### config.mk
export PLATFORM = sky130hd
export DESIGN_NAME = escalonador_rr
export DESIGN_NICKNAME = d
export VERILOG_FILES = /design/src/rtl/escalonador_rr.sv
export SDC_FILE = /design/constraint.sdc
export NUM_CORES = 1
export LEC_CHECK = 0
export BUFFER_PORTS_ARGS = -buffer_cell sky130_fd_sc_hd__buf_2
export CORE_MARGIN = 10
export CORE_UTILIZATION = 45
export CTS_CLUSTER_DIAMETER = 120
export CTS_CLUSTER_SIZE = 40
export DETAILED_ROUTE_END_ITERATION = 8
export PLACE_DENSITY = 0.74
export SYNTH_ARGS = -nofsm -noshare
export SYNTH_HDL_FRONTEND = slang
export SYNTH_SLANG_ARGS = --single-unit
### constraint.sdc
create_clock -name clk -period 2.21 [get_ports clk]
set_input_delay 0.1105 -clock clk [delete_from_list [all_inputs] [get_ports clk]]
set_output_delay 0.1105 -clock clk [all_outputs]
set_load 0.005 [all_outputs]
### src/rtl/escalonador_rr.sv
// Round-robin process scheduler and quantum timer for the single-cycle core.
// Optional dispatch counter enabled by defining SCHED_SWITCH_CNT_EN.
module escalonador_rr #(
    parameter int N_PROC  = 4,
    parameter int PID_W   = 2,
    parameter int QUANTUM = 16,
    parameter int QW      = 8
) (
    input  logic             clk,
    input  logic             reset,
    input  logic             instr_valid,
    input  logic             halt_in,
    input  logic             wait_in,
    input  logic             set_ctx_in,
    input  logic             load_en,
    input  logic [PID_W-1:0] load_pid,
    output logic             preempt,
    output logic [1:0]       cause,
    output logic             os_mode,
    output logic [PID_W-1:0] cur_pid,
    output logic [PID_W-1:0] next_pid,
    output logic [QW-1:0]    quantum_count,
    output logic             all_done,
    output logic [15:0]      ctx_switches
);

    typedef enum logic [1:0] {
        S_OS      = 2'd0,
        S_USER    = 2'd1,
        S_PREEMPT = 2'd2
    } state_t;

    localparam logic [1:0] CAUSE_NONE    = 2'd0;
    localparam logic [1:0] CAUSE_QUANTUM = 2'd1;
    localparam logic [1:0] CAUSE_WAIT    = 2'd2;
    localparam logic [1:0] CAUSE_HALT    = 2'd3;

    state_t            state_q, state_d;
    logic [N_PROC-1:0] ready_q, ready_d;
    logic [PID_W-1:0]  cur_pid_q, cur_pid_d;
    logic [QW-1:0]     quantum_count_q, quantum_count_d;
    logic [1:0]        cause_q, cause_d;
    logic [PID_W-1:0]  next_pid_c;
    logic              dispatch;

    // Candidates in search order: cur+1, cur+2, ..., cur itself last.
    logic [PID_W-1:0]  cand_pid [N_PROC];
    logic [N_PROC-1:0] cand_ready;

    generate
        for (genvar gi = 0; gi < N_PROC; gi++) begin : g_cand
            assign cand_pid[gi]   = cur_pid_q + PID_W'(gi + 1);
            assign cand_ready[gi] = ready_q[cand_pid[gi]];
        end
    endgenerate

    always_comb begin
        next_pid_c = cur_pid_q;
        for (int i = N_PROC - 1; i >= 0; i--) begin
            if (cand_ready[i]) begin
                next_pid_c = cand_pid[i];
            end
        end
    end

    assign dispatch = (state_q == S_OS) && set_ctx_in && (|ready_q);

    always_comb begin
        state_d         = state_q;
        cur_pid_d       = cur_pid_q;
        quantum_count_d = quantum_count_q;
        cause_d         = cause_q;
        ready_d         = ready_q;

        if (load_en) begin
            ready_d[load_pid] = 1'b1;
        end

        case (state_q)
            S_OS: begin
                cause_d = CAUSE_NONE;
                if (dispatch) begin
                    cur_pid_d       = next_pid_c;
                    quantum_count_d = '0;
                    state_d         = S_USER;
                end
            end
            S_USER: begin
                if (instr_valid) begin
                    quantum_count_d = quantum_count_q + QW'(1);
                end
                if (halt_in) begin
                    // Clearing after the load makes halt win on the same slot.
                    ready_d[cur_pid_q] = 1'b0;
                    cause_d            = CAUSE_HALT;
                    state_d            = S_PREEMPT;
                end else if (wait_in) begin
                    cause_d = CAUSE_WAIT;
                    state_d = S_PREEMPT;
                end else if (instr_valid && (quantum_count_q == QW'(QUANTUM - 1))) begin
                    cause_d = CAUSE_QUANTUM;
                    state_d = S_PREEMPT;
                end
            end
            S_PREEMPT: begin
                cause_d = CAUSE_NONE;
                state_d = S_OS;
            end
            default: begin
                cause_d = CAUSE_NONE;
                state_d = S_OS;
            end
        endcase
    end

    always_ff @(posedge clk) begin
        if (reset) begin
            state_q         <= S_OS;
            ready_q         <= '0;
            cur_pid_q       <= '0;
            quantum_count_q <= '0;
            cause_q         <= CAUSE_NONE;
        end else begin
            state_q         <= state_d;
            ready_q         <= ready_d;
            cur_pid_q       <= cur_pid_d;
            quantum_count_q <= quantum_count_d;
            cause_q         <= cause_d;
        end
    end

`ifdef SCHED_SWITCH_CNT_EN
    logic [15:0] ctx_switches_q;

    always_ff @(posedge clk) begin
        if (reset) begin
            ctx_switches_q <= '0;
        end else if (dispatch && (ctx_switches_q != 16'hFFFF)) begin
            ctx_switches_q <= ctx_switches_q + 16'd1;
        end
    end

    assign ctx_switches = ctx_switches_q;
`else
    assign ctx_switches = '0;
`endif

    assign preempt       = (state_q == S_PREEMPT);
    assign cause         = cause_q;
    assign os_mode       = (state_q == S_OS);
    assign cur_pid       = cur_pid_q;
    assign next_pid      = next_pid_c;
    assign quantum_count = quantum_count_q;
    assign all_done      = (state_q == S_OS) && (ready_q == '0);

endmodule

* Word level (Yosys, flattened, before mapping)
Index checks and enable logic that the tools add are counted.
** Storage, ports and cells
- Bits in registers :: 18
- Input port bits :: 9
- Output and inout bits :: 33
** Operators by class
- Add/subtract/negate cells :: 4
- Order comparisons :: 7
- Equal/unequal tests :: 6
- Mux-type cells :: 27
- Bitwise logic cells :: 4
- Reductions and logical operators :: 15
** Operator list (number)
- 2-to-1 mux 2 bit :: 10
- 2-to-1 mux 8 bit :: 2
- one-hot mux 8 bit (2 select lines) :: 1
- < comparator 2 x 3 -> 1 bit (second input constant) :: 5
- 2-to-1 mux 4 bit :: 3
- adder 8 x 1 -> 8 bit (second input constant) :: 1
- equality test 8 x 4 -> 1 bit (second input constant) :: 1
- binary-select mux 1 bit (select 2 bit) :: 3
- logical AND 1 bit :: 6
- 2-to-1 mux 1 bit :: 5
- adder 2 bit (second input constant) :: 2
- bitwise AND 4 bit :: 1
- demux 1 bit (select 2 bit) :: 2
- greater-or-equal comparator 2 x 1 -> 1 bit (second input constant) :: 2
- zero test 4 bit :: 1
- != test 4 bit (second input constant) :: 1
- NOT 4 bit :: 1
- OR 4 bit :: 1
- one-hot mux 2 bit (2 select lines) :: 1
- AND reduction 2 bit :: 2
- OR reduction 4 bit :: 1
- AND reduction 3 bit :: 1
- nonzero test 3 bit :: 1
- adder 2 x 1 -> 2 bit (second input constant) :: 1
- 8 further kinds :: 8

* Depth between registers and ports, before layout
Gate-level depths: netlist (run 1).
- Word-level depth :: 9
- Mapped depth :: 7
- Mapped depth without buffers :: 6

* Least setup slack after synthesis (run 1)
OpenSTA, ideal clock, no wires.
- Path kind :: register to register
- From :: reg cur_pid_q[1], in the netlist cur_pid[1]
- To :: reg cur_pid_q[1], in the netlist cur_pid[1]
- Arrival :: 1810 ps
- Slack :: 299 ps
- Stages on the path, launching flop included :: 7
- Buffers on the path :: 1
- Period minus slack after synthesis :: 1911 ps
- Cell sequence :: dfxtp_1 > clkbuf_1 > inv_1 > ha_1 > o22ai_1 > a211o_1 > o41ai_1
** On the way
- Longest elaborated chain between the ends :: 6
- Elaborated cells between the ends (all ways) :: 12
- Those cells by class :: add/sub (3); mux (9)
** RTL lines
- start, declared :: RTL line 40 : logic [PID_W-1:0] cur_pid_q, cur_pid_d;
- start signal, assigned :: RTL line 126 : cur_pid_q <= cur_pid_d;
- adder 2 bit :: RTL line 52 : assign cand_pid[gi] = cur_pid_q + PID_W'(gi + 1);
- binary-select mux 1 bit (select 2 bit) :: RTL line 53 : assign cand_ready[gi] = ready_q[cand_pid[gi]];
- 2-to-1 mux 1 bit (implied by the code) :: RTL line 53
- 2-to-1 mux 2 bit (2 in a row) :: RTL line 60 : if (cand_ready[i]) begin
- 2-to-1 mux 2 bit * :: RTL line 60
Mark *: on every way between the ends. The rest lies on a longest branch, timed or not. The select of a mux whose other input is x is not followed.
A chain may end at the register's enable or synchronous reset.

* Final worst setup path (run 1)
- From :: reg cur_pid_q[0], in the netlist cur_pid[0]
- To :: out next_pid[0]
** On the way
- Longest elaborated chain between the ends :: 6
- Elaborated cells between the ends (all ways) :: 12
- Those cells by class :: add/sub (3); mux (9)
** RTL lines
- adder 2 bit :: RTL line 52
- binary-select mux 1 bit (select 2 bit) :: RTL line 53
- 2-to-1 mux 1 bit (implied by the code) :: RTL line 53
- 2-to-1 mux 2 bit (2 in a row) :: RTL line 60
- 2-to-1 mux 2 bit * :: RTL line 60
- end, declared :: RTL line 21 : output logic [PID_W-1:0] next_pid,
Marked as above.

==> results of run 1 <==
==> layer usage <==
metal	up-vias	part of all wire, %	track usage [%]	wire [um]
met5	-	0	0	0
met4	0	0.48	3.289	14
met3	2	6.9	3.390	201
met2	39	51	19.16	1504
met1	501	41	13.40	1210
li1	535	-	-	-
==> flip-flops by register name, indices dropped and copies added (netlist names) <==
register	cells
quantum_count	8
ready_q	4
cur_pid	2
state_q	2
cause	2
==> area by class of cell <==
class	instances	area (um2)
repair buffers	27	140.1
flip-flops and latches	18	361.6
fillers	242	1181
multi-input cells	109	674.4
well taps	30	37.54
clock buffers	3	22.52
inverters	10	37.54
==> worst register-to-register path: cells and delay by family (launching register included) <==
kind             cells  cell delay, ns
AND/OR/NAND/NOR      2            0.59
flip-flops           1            0.40
AO/OA/AOI/OAI        2            0.81
==> power groups by stage <==
| stage | Sequential, uW | Combinational (uW) | Clock (uW) |
|---|---|---|---|
| after floorplan | 351 | 99.8 | 0 |
| after CTS | 349 | 119 | 162 |
| after global placement | 355 | 114 | 0 |
| final | 349 | 123 | 154 |
| after global routing | 352 | 138 | 173 |
| after detailed placement | 356 | 119 | 0 |
==> through the flow <==
step / hold WS (ns) / area, um2 / cells / worst slack, ns / power [uW]
final: 0.03044 / 1274 / 197 / 0.1842 / 626.3
after global routing: 0.03605 / 1274 / 197 / 0.04299 / 663.7
after CTS: 0.02124 / 1261 / 197 / 0.09128 / 630.0
after detailed placement: 0.3359 / 1237 / 194 / 0.3049 / 474.9
after global placement: 0.3290 / 1237 / 194 / 0.3828 / 469.2
after floorplan: 0.2245 / 1204 / 157 / 0.2993 / 450.9
==> logic make-up after synthesis <==
kind of cell	count (synthesis)	share of synthesized area [%]
flops	18	31.41
fa+ha+maj	5	5.453
compound gates	42	23.99
mux	5	4.689
other cells	1	0.3268
buf+inv	30	15.81
simple gates	41	18.32
==> worst max-delay path by stage <==
stage	start	end	slack, ns
2_1_floorplan	cur_pid[1]$_SDFFE_PP0P_	cur_pid[1]$_SDFFE_PP0P_	0.30
3_3_place_gp	cur_pid[0]$_SDFFE_PP0P_	next_pid[0]	0.38
3_5_place_dp	cur_pid[0]$_SDFFE_PP0P_	next_pid[0]	0.30
4_1_cts	cur_pid[0]$_SDFFE_PP0P_	next_pid[0]	0.09
5_1_grt	cur_pid[0]$_SDFFE_PP0P_	next_pid[0]	0.04
6_report	cur_pid[0]$_SDFFE_PP0P_	next_pid[0]	0.18
==> cell usage in the layout, fill, tap and decap left out, types with 4 or more instances in the layout <==
master    instances
nand3_1           5
a21oi_1          10
conb_1           16
a211oi_1          4
o22ai_1           4
or4_1             4
buf_2            25
nor2_1           10
inv_1            10
ha_1              4
o21ai_0           7
dfxtp_1          17
nand2_1           8
==> results.md, run 1 <==
- Status: complete, no violations
- RSZ-0062 raised after global routing: false
- Clk buf depth: 2
- Crit-path leading delay family: flip-flops
- Netlist Area Pre-Place: between 1000 and 1500 um2
- First-pass GRT wire length: around 4.9 mm
- Max-slew violations: 0
- Internal power: ~450 uW
- Worst r2r dst: quantum_count[6]$_SDFFE_PP0P_
- Post-CTS setup buffers: 0
- Antenna Cells: 0
- Clock sink count: 18
- CTS tree: yes
- Synth Instances: roughly 140
- Crit-path cells: inv_1 > ha_4 > mux2_2 > o22ai_1 > nand2_1 > o21ai_0 > buf_2
- Lkg Pwr: 0.0005596 uW
- Post-CTS Hold Fix Bufs: 0
- Die Ht: 70.50 um
- Clock Skews: 0.005136 ns
- Area grow syn2layout: 11.01%
- Initial antenna violation count: 0
- Gate power share: 19.6%
- H-tree depth: 1
- Final setup fails: 0
- Peak VDD IR: 0.4189 mV
- Share of the synthesized area in the top cell type: 31.41%
- Drt total wl: 2.931 mm
- GRT Util Overall: 11.37%
- WHS Endpoint: cause[0]$_SDFFE_PP0P_
- TritonRoute pass-1 iters: 4
- Wire per inst: 14.88 um
- DR vias: roughly 1100
- Critical path buffers and inverters: 2
- Synth Register Bits: 18
- Top-count cell post-synth: dfxtp_1
- Crit path launch type: flop
- Hold WC Path Type: in2reg
- HPWL Detailed: 2.315 mm
- Crit. path cell count: 7
- R2R cell count: 4
- Avg Inst Size Synth: 8.080 um2
- Number of global-route vias before repair: between 1000 and 1500
- Starting DRT DRC Count: 57
- Final core utilization: between 50% and 60%
- Final net count: 183
- Worst r2r src: ready_q[3]$_SDFF_PP0_
- FFs w/ async S/R, synth: 0%
- CTS buffer count: 3
- I/O Buffers: 25
- # IOs: 42
- CP Capture Type: output port
- Required time of the worst setup path: 2.10 ns
- Crit share post-route: 91.67%
- Area contributors post-synth: dfxtp_1 31%, buf_4 10%, ha_1 5.5%, a21oi_1 4.4%, inv_1 3.3%
- Synth cell count leaders: 18 x dfxtp_1, 16 x buf_4, 10 x a21oi_1, 10 x inv_1, 10 x nor2_1
- Largest net degree at the start of global routing: 13
- CP Class: reg2out
- Post-CTS sizing: 1
- Switching Share: ~29%
- Tmin final: 2.026 ns
- Flop-to-flop setup slack: 0.36 ns
- Synth area leader: dfxtp_1
- Library cells used by synthesis: 40
- Gpl congestion: 0.8079
- CP max stage delay: approximately 0.42 ns
- Clock Latency Late Sink: between 0.2 and 0.3 ns
- CP arrival: 1.92 ns
- Register area share after synthesis: 31.41%
- Seq pwr share: 55.8%
- Worst Hold Launch: wait_in
- Part of the power in the clock network: 24.6%
- Count of cells along the worst hold path: 2
- Net Switching: 178.9 uW
- Via density: around 5.5
- Share of layout cells above drive strength 1: between 20% and 30%
- Max-cap violations: 0
- Hold Vio Cnt, Final: 0
- Residual DRC count: 0
- Total gr overflow: 0
- Core Area: 2455 um2
- Pwr/cell area: slightly below 500 nW/um2
- Setup TNS: 0 ns
- Primary FF master, synth: dfxtp_1
- Root Buffer: clkbuf_4
- Highest clock rate: ~0.49 GHz
- Yosys Warn Count: 0
- Post-DRT Antenna Nets: 0
- Critical Path Fanout Max: 9
- Row count: 18
- EDFF count, synth: 0
- Reg clk slew, reported paths: 0.10 ns
- Die Width: a little over 70 um
- Die Area: 4970 um2
- Starting density of the core: between 40% and 50%
- Critical-path top delay cell: dfxtp_2
(Power assumes the default switching activity.)
==> run 2: changes to the inputs <==
--- a/config.mk
+++ b/config.mk
@@ -7,11 +7,12 @@
 export LEC_CHECK = 0
 export BUFFER_PORTS_ARGS = -buffer_cell sky130_fd_sc_hd__buf_2
 export CORE_MARGIN = 10
-export CORE_UTILIZATION = 45
+export CORE_UTILIZATION = 48
 export CTS_CLUSTER_DIAMETER = 120
 export CTS_CLUSTER_SIZE = 40
 export DETAILED_ROUTE_END_ITERATION = 8
-export PLACE_DENSITY = 0.74
+export GPL_TIMING_DRIVEN = 0
+export PLACE_DENSITY = 0.78
 export SYNTH_ARGS = -nofsm -noshare
 export SYNTH_HDL_FRONTEND = slang
 export SYNTH_SLANG_ARGS = --single-unit
==> constraint.sdc (replaced) <==
create_clock -name clk -period 2.1 [get_ports clk]
set_input_delay 0.105 -clock clk [delete_from_list [all_inputs] [get_ports clk]]
set_output_delay 0.105 -clock clk [all_outputs]
set_load 0.005 [all_outputs]
==> results.md, run 2 (synthesis gave the netlist of run 1 again) <==
- Status: complete, no violations (unchanged)
- Tmin final: about 2 ns
- Initial antenna violation count: 0 (unchanged)
- Cells after DPL: 209 (was 194)
- Die Width: 68.89 um (was 70.50 um)
- I/O Buffers: 24 (was 25)
- Post-DRT Antenna Nets: 0 (unchanged)
- # IOs: 42 (unchanged)
- Reg clk slew, reported paths: 0.10 ns (about the same)
- Row count: 17 (was 18)
- Hold Vio Cnt, Final: 0 (unchanged)
- Number of global-route vias before repair: 1069 (was 1087)
- Clock sink count: 18 (unchanged)
- Gpl congestion: 0.8869 (was 0.8079)
- Hold WC Path Type: in2reg (unchanged)
- Most frequent cells in the layout: 25 x buf_2, 17 x buf_4, 16 x conb_1, 16 x dfxtp_1 (was 25 x buf_2, 17 x dfxtp_1, 16 x conb_1)
- Wire per inst: 14.03 um (was 14.88 um)
- Lkg Pwr: 0.0006687 uW (was 0.0005596 uW)
- Total gr overflow: 0 (unchanged)
- Drt total wl: 3.002 mm (was 2.931 mm)
- First-pass GRT wire length: 4.850 mm (was 4.947 mm)
- Count of cells along the worst hold path: 2 (unchanged)
- Starting DRT DRC Count: 42 (was 57)
- Final net count: 201 (was 183)
- Share of layout cells above drive strength 1: 31.18% (was 21.56%)
- R2R cell count: 4 (unchanged)
- Clock Latency Late Sink: 0.30 ns (was 0.28 ns)
- Antenna Cells: 0 (unchanged)
- Die Ht: 68.89 um (was 70.50 um)
- HPWL Detailed: 2.329 mm (was 2.315 mm)
- Peak VDD IR: 0.3567 mV (was 0.4189 mV)
- CP arrival: 1.92 ns (about the same)
- Setup TNS: 0 ns (unchanged)
- Final setup fails: 0 (unchanged)
- Critical Path Fanout Max: 9 (unchanged)
- H-tree depth: 1 (unchanged)
- GRT Util Overall: 12.80% (was 11.37%)
- WHS: 0.02121 ns (was 0.03044 ns)
- Clock Skews: 0.004769 ns (was 0.005136 ns)
- Highest clock rate: 0.4943 GHz
- Die Area: 4746 um2 (was 4970 um2)
- Max-cap violations: 0 (unchanged)
- Max-slew violations: 0 (unchanged)
- Via density: 5.369 (was 5.467)
- Root Buffer: clkbuf_4 (unchanged)
- Max reg flops: 8 (unchanged)
- CTS buffer count: 3 (unchanged)
- TritonRoute pass-1 iters: 4 (unchanged)
- Starting density of the core: 50.89% (was 46.74%)
- Clk buf depth: 2 (unchanged)
- Pwr/cell area: 515.4 nW/um2 (was 491.7 nW/um2)
- CP Class: reg2out (unchanged)
- Crit share post-route: 96.33%
- Core Area: 2255 um2 (was 2455 um2)
- Area grow syn2layout: 25.74% (was 11.01%)
- Commonest non-fill, non-tap cell in the layout: buf_2 (unchanged)
- Residual DRC count: 0 (unchanged)
- CTS tree: yes (unchanged)
- CP Capture Type: output port (unchanged)
- DR vias: 1149 (was 1077)
- Final std cells w/o fill: 214 (was 197)
- Crit path launch type: flop (unchanged)
- Required time of the worst setup path: 2.00 ns (was 2.10 ns)
- Largest net degree at the start of global routing: 11 (was 13)
run 2: final timing paths:
| kind | from | to | slack (ns) |
|---|---|---|---|
| min reg2reg | cause[1]$_SDFFE_PP0P_ | cause[1]$_SDFFE_PP0P_ | 0.47 |
| max reg2reg | ready_q[2]$_SDFF_PP0_ | quantum_count[6]$_SDFFE_PP0P_ | 0.28 |
| max | cur_pid[1]$_SDFFE_PP0P_ | next_pid[0] | 0.08 |
| min | wait_in | cause[0]$_SDFFE_PP0P_ | 0.02 |
run 2: worst max-delay path, stage by stage (launching register included):
cell      delay [ns]
dfxtp_2         0.36
clkbuf_8        0.16
inv_2           0.06
ha_4            0.29
mux2_2          0.34
o22ai_2         0.13
nand2_1         0.07
o21ai_0         0.07
buf_2           0.14
run 2: power by group:
part           total [uW]  internal (uW)  switching [uW]
registers             365            350            15.1
clock network         218            106             113
logic                 160           76.7            83.3
run 2: area by class of cell:
type,instances,area (um2)
fillers,204,812.0
multi-input cells,109,686.9
flip-flops and latches,18,365.4
plain buffers,20,153.9
repair buffers,25,127.6
inverters,10,37.54
clock buffers,4,36.28
well taps,28,35.03
run 2: repair_timing:
action | CTS | global route
pin swaps | 0 | 2
cloned | 0 | 0
gates resized for setup | 8 | 3
hold buffers | 0 | 0
setup buffers | 0 | 1
endpoints found under the setup margin | 4 | 1
run 2: metrics by stage:
step / power [uW] / utilization [%] / setup WS (ns) / area, um2
floorplan: 474.5 / - / 0.1893 / 1204
global placement: 513.3 / 60.27 / 0.01891 / 1359
detailed placement: 519.2 / 60.27 / -0.06093 / 1359
CTS: 739.1 / 63.26 / 0.03505 / 1426
global route: 779.2 / 63.98 / -0.007795 / 1443
finish: 743.5 / 63.98 / 0.07700 / 1443
run 2: per-layer routing:
metal  global-route usage, %  vias to the layer above  routed length, um  share of wire [%]
li1                        -                      571                  -                  -
met1                   16.08                      524               1276                 43
met2                   20.66                       52               1445                 48
met3                   3.865                        2                270                9.0
met4                   3.448                        0                  9               0.30
met5                       0                        -                  0                  0
==> run 3: changes to the inputs <==
--- a/config.mk
+++ b/config.mk
@@ -16,3 +16,4 @@
 export SYNTH_ARGS = -nofsm -noshare
 export SYNTH_HDL_FRONTEND = slang
 export SYNTH_SLANG_ARGS = --single-unit
+export TNS_END_PERCENT = 1
==> constraint.sdc (replaced) <==
create_clock -name clk -period 1.9 [get_ports clk]
set_input_delay 0.095 -clock clk [delete_from_list [all_inputs] [get_ports clk]]
set_output_delay 0.095 -clock clk [all_outputs]
set_load 0.005 [all_outputs]
==> results.md, run 3 (synthesis gave the netlist of run 1 again) <==
- Clock sink count: 18 (unchanged)
- Antenna Cells: 0 (unchanged)
- First-pass GRT wire length: 5.057 mm (was 4.850 mm)
- Area grow syn2layout: 30.97% (was 25.74%)
- Share of layout cells above drive strength 1: 33.85% (was 31.18%)
- Clock Latency Late Sink: 0.29 ns (was 0.30 ns)
- Crit-path cells: buf_6 > o41a_1 > a21o_4 > or4_1 > nand2_1 (was clkbuf_8 > inv_2 > ha_4 > mux2_2 > o22ai_2 > nand2_1 > o21ai_0 > buf_2)
- HPWL Detailed: 2.311 mm (was 2.329 mm)
- Final setup fails: 0 (unchanged)
- Highest clock rate: ~0.55 GHz
- Peak VDD IR: 0.3336 mV (was 0.3567 mV)
- Core Area: 2255 um2 (unchanged)
- Tmin final: 1.825 ns
- CTS tree: yes (unchanged)
- Critical path buffers and inverters: 1 (was 3)
- H-tree depth: 1 (unchanged)
- Total power: 836.1 uW (was 743.5 uW)
- I/O Buffers: 24 (unchanged)
- Commonest non-fill, non-tap cell in the layout: buf_2 (unchanged)
- Crit share post-route: 96.08%
- Initial antenna violation count: 0 (unchanged)
- Root Buffer: clkbuf_4 (unchanged)
- Multi-input logic area: 705.7 um2 (was 686.9 um2)
- CP arrival: 2.07 ns (was 1.92 ns)
- Die Width: 68.89 um (unchanged)
- Cells after DPL: 209 (unchanged)
- Wire per inst: 13.83 um (was 14.03 um)
- Setup TNS: 0 ns (unchanged)
- Max-cap violations: 0 (unchanged)
- Row count: 17 (unchanged)
- Gpl congestion: 0.8671 (was 0.8869)
- Clk buf depth: 2 (unchanged)
- Total gr overflow: 0 (unchanged)
- Critical-path top delay cell: or4_1 (was dfxtp_2)
- Status: complete, no violations (unchanged)
- Crit path launch type: flop (unchanged)
- # IOs: 42 (unchanged)
- Max-slew violations: 0 (unchanged)
- Final net count: 207 (was 201)
- Die Ht: 68.89 um (unchanged)
- RSZ-0062 raised after global routing: false
- Final worst slack: 0.07453 ns (was 0.07700 ns)
- Die Area: 4746 um2 (unchanged)
- Hold Vio Cnt, Final: 0 (unchanged)
- Place WS: -0.09711 ns (was -0.06093 ns)
- Starting density of the core: 50.89% (unchanged)
- Clock Skews: 0.0005304 ns (was 0.004769 ns)
- Pwr/cell area: 556.4 nW/um2 (was 515.4 nW/um2)
- Post-DRT Antenna Nets: 0 (unchanged)
- Max reg flops: 8 (unchanged)
- Worst Hold Launch: halt_in (was wait_in)
- CTS buffer count: 3 (unchanged)
- Crit-path leading delay family: compound AO/OA/AOI/OAI gates (was flip-flops)
- Required time of the worst setup path: 2.15 ns (was 2.00 ns)
- CP max stage delay: 0.50 ns (was 0.36 ns)
- Number of global-route vias before repair: 1147 (was 1069)
- TritonRoute pass-1 iters: 4 (unchanged)
- Lkg Pwr: 0.0006990 uW (was 0.0006687 uW)
- Via density: 5.364 (was 5.369)
- Reg clk slew, reported paths: 0.10 ns (about the same)
- Register area: 365.4 um2 (unchanged)
- Critical Path Fanout Max: 9 (unchanged)
- Starting DRT DRC Count: 64 (was 42)
- Worst r2r src: ready_q[0]$_SDFF_PP0_ (was ready_q[2]$_SDFF_PP0_)
- Residual DRC count: 0 (unchanged)
- Most frequent cells in the layout: 25 x buf_2, 23 x buf_4, 16 x conb_1, 16 x dfxtp_1 (was 25 x buf_2, 17 x buf_4, 16 x conb_1, 16 x dfxtp_1)
- CP Class: reg2reg (was reg2out)
- WHS: 0.07916 ns (was 0.02121 ns)
- Hold WC Path Type: in2reg (unchanged)
- CP Capture Type: flop (was output port)
- GRT Util Overall: 13.49% (was 12.80%)
- DR vias: 1180 (was 1149)
- Drt total wl: 3.042 mm (was 3.002 mm)
- Fill count: 193 (was 204)
- Critical path origin: ready_q[0]$_SDFF_PP0_ (was cur_pid[1]$_SDFFE_PP0P_)
- Final std cells w/o fill: 220 (was 214)
- Largest net degree at the start of global routing: 11 (unchanged)
==> run 3: power by group <==
part           total [uW]  internal, uW  switching (uW)
clock network         237           117             120
registers             403           387            15.6
logic                 197          98.5            98.1
==> run 3: timing repair <==
item | CTS | global route
hold endpoints to repair | 1 | 0
resized for setup | 11 | 4
pin swaps | 2 | 4
setup buffers | 5 | 2
hold buffers | 1 | 0
setup endpoints to repair | 4 | 3
==> run 3: worst paths after layout <==
kind / end / slack [ns] / cells past startpoint
hold reg to reg: cause[1]$_SDFFE_PP0P_ / 0.47 / 2
setup / recovery: quantum_count[6]$_SDFFE_PP0P_ / 0.07 / 5
hold / removal: cause[0]$_SDFFE_PP0P_ / 0.08 / 3
setup reg to reg: quantum_count[6]$_SDFFE_PP0P_ / 0.07 / 5
==> run 3: tightest hold or removal path: cells and delay by family <==
kind,cells,cell delay (ns)
AO/OA/AOI/OAI,1,0.06
buffers and inverters,2,0.17
==> run 3: cell type report <==
cell class,count,share of cell area (%)
flip-flops and latches,18,24.31
plain buffers,19,9.326
repair buffers,32,12.16
multi-input cells,109,46.96
clock buffers,4,2.415
inverters,10,2.498
well taps,28,2.331
==> run 3: metal layers <==
layer | GRT usage, % | vias to the layer above | wire (um)
met5 | 0 | - | 0
met4 | 4.433 | 0 | 25
met3 | 5.636 | 4 | 343
met2 | 22.72 | 56 | 1449
met1 | 15.01 | 535 | 1222
li1 | - | 585 | -
==> run 3: through the flow <==
stage	instance area [um2]	util (%)
after floorplan	1205	-
after global placement	1360	60.32
after detailed placement	1360	60.32
after CTS	1486	65.93
after global routing	1503	66.65
final	1503	66.65
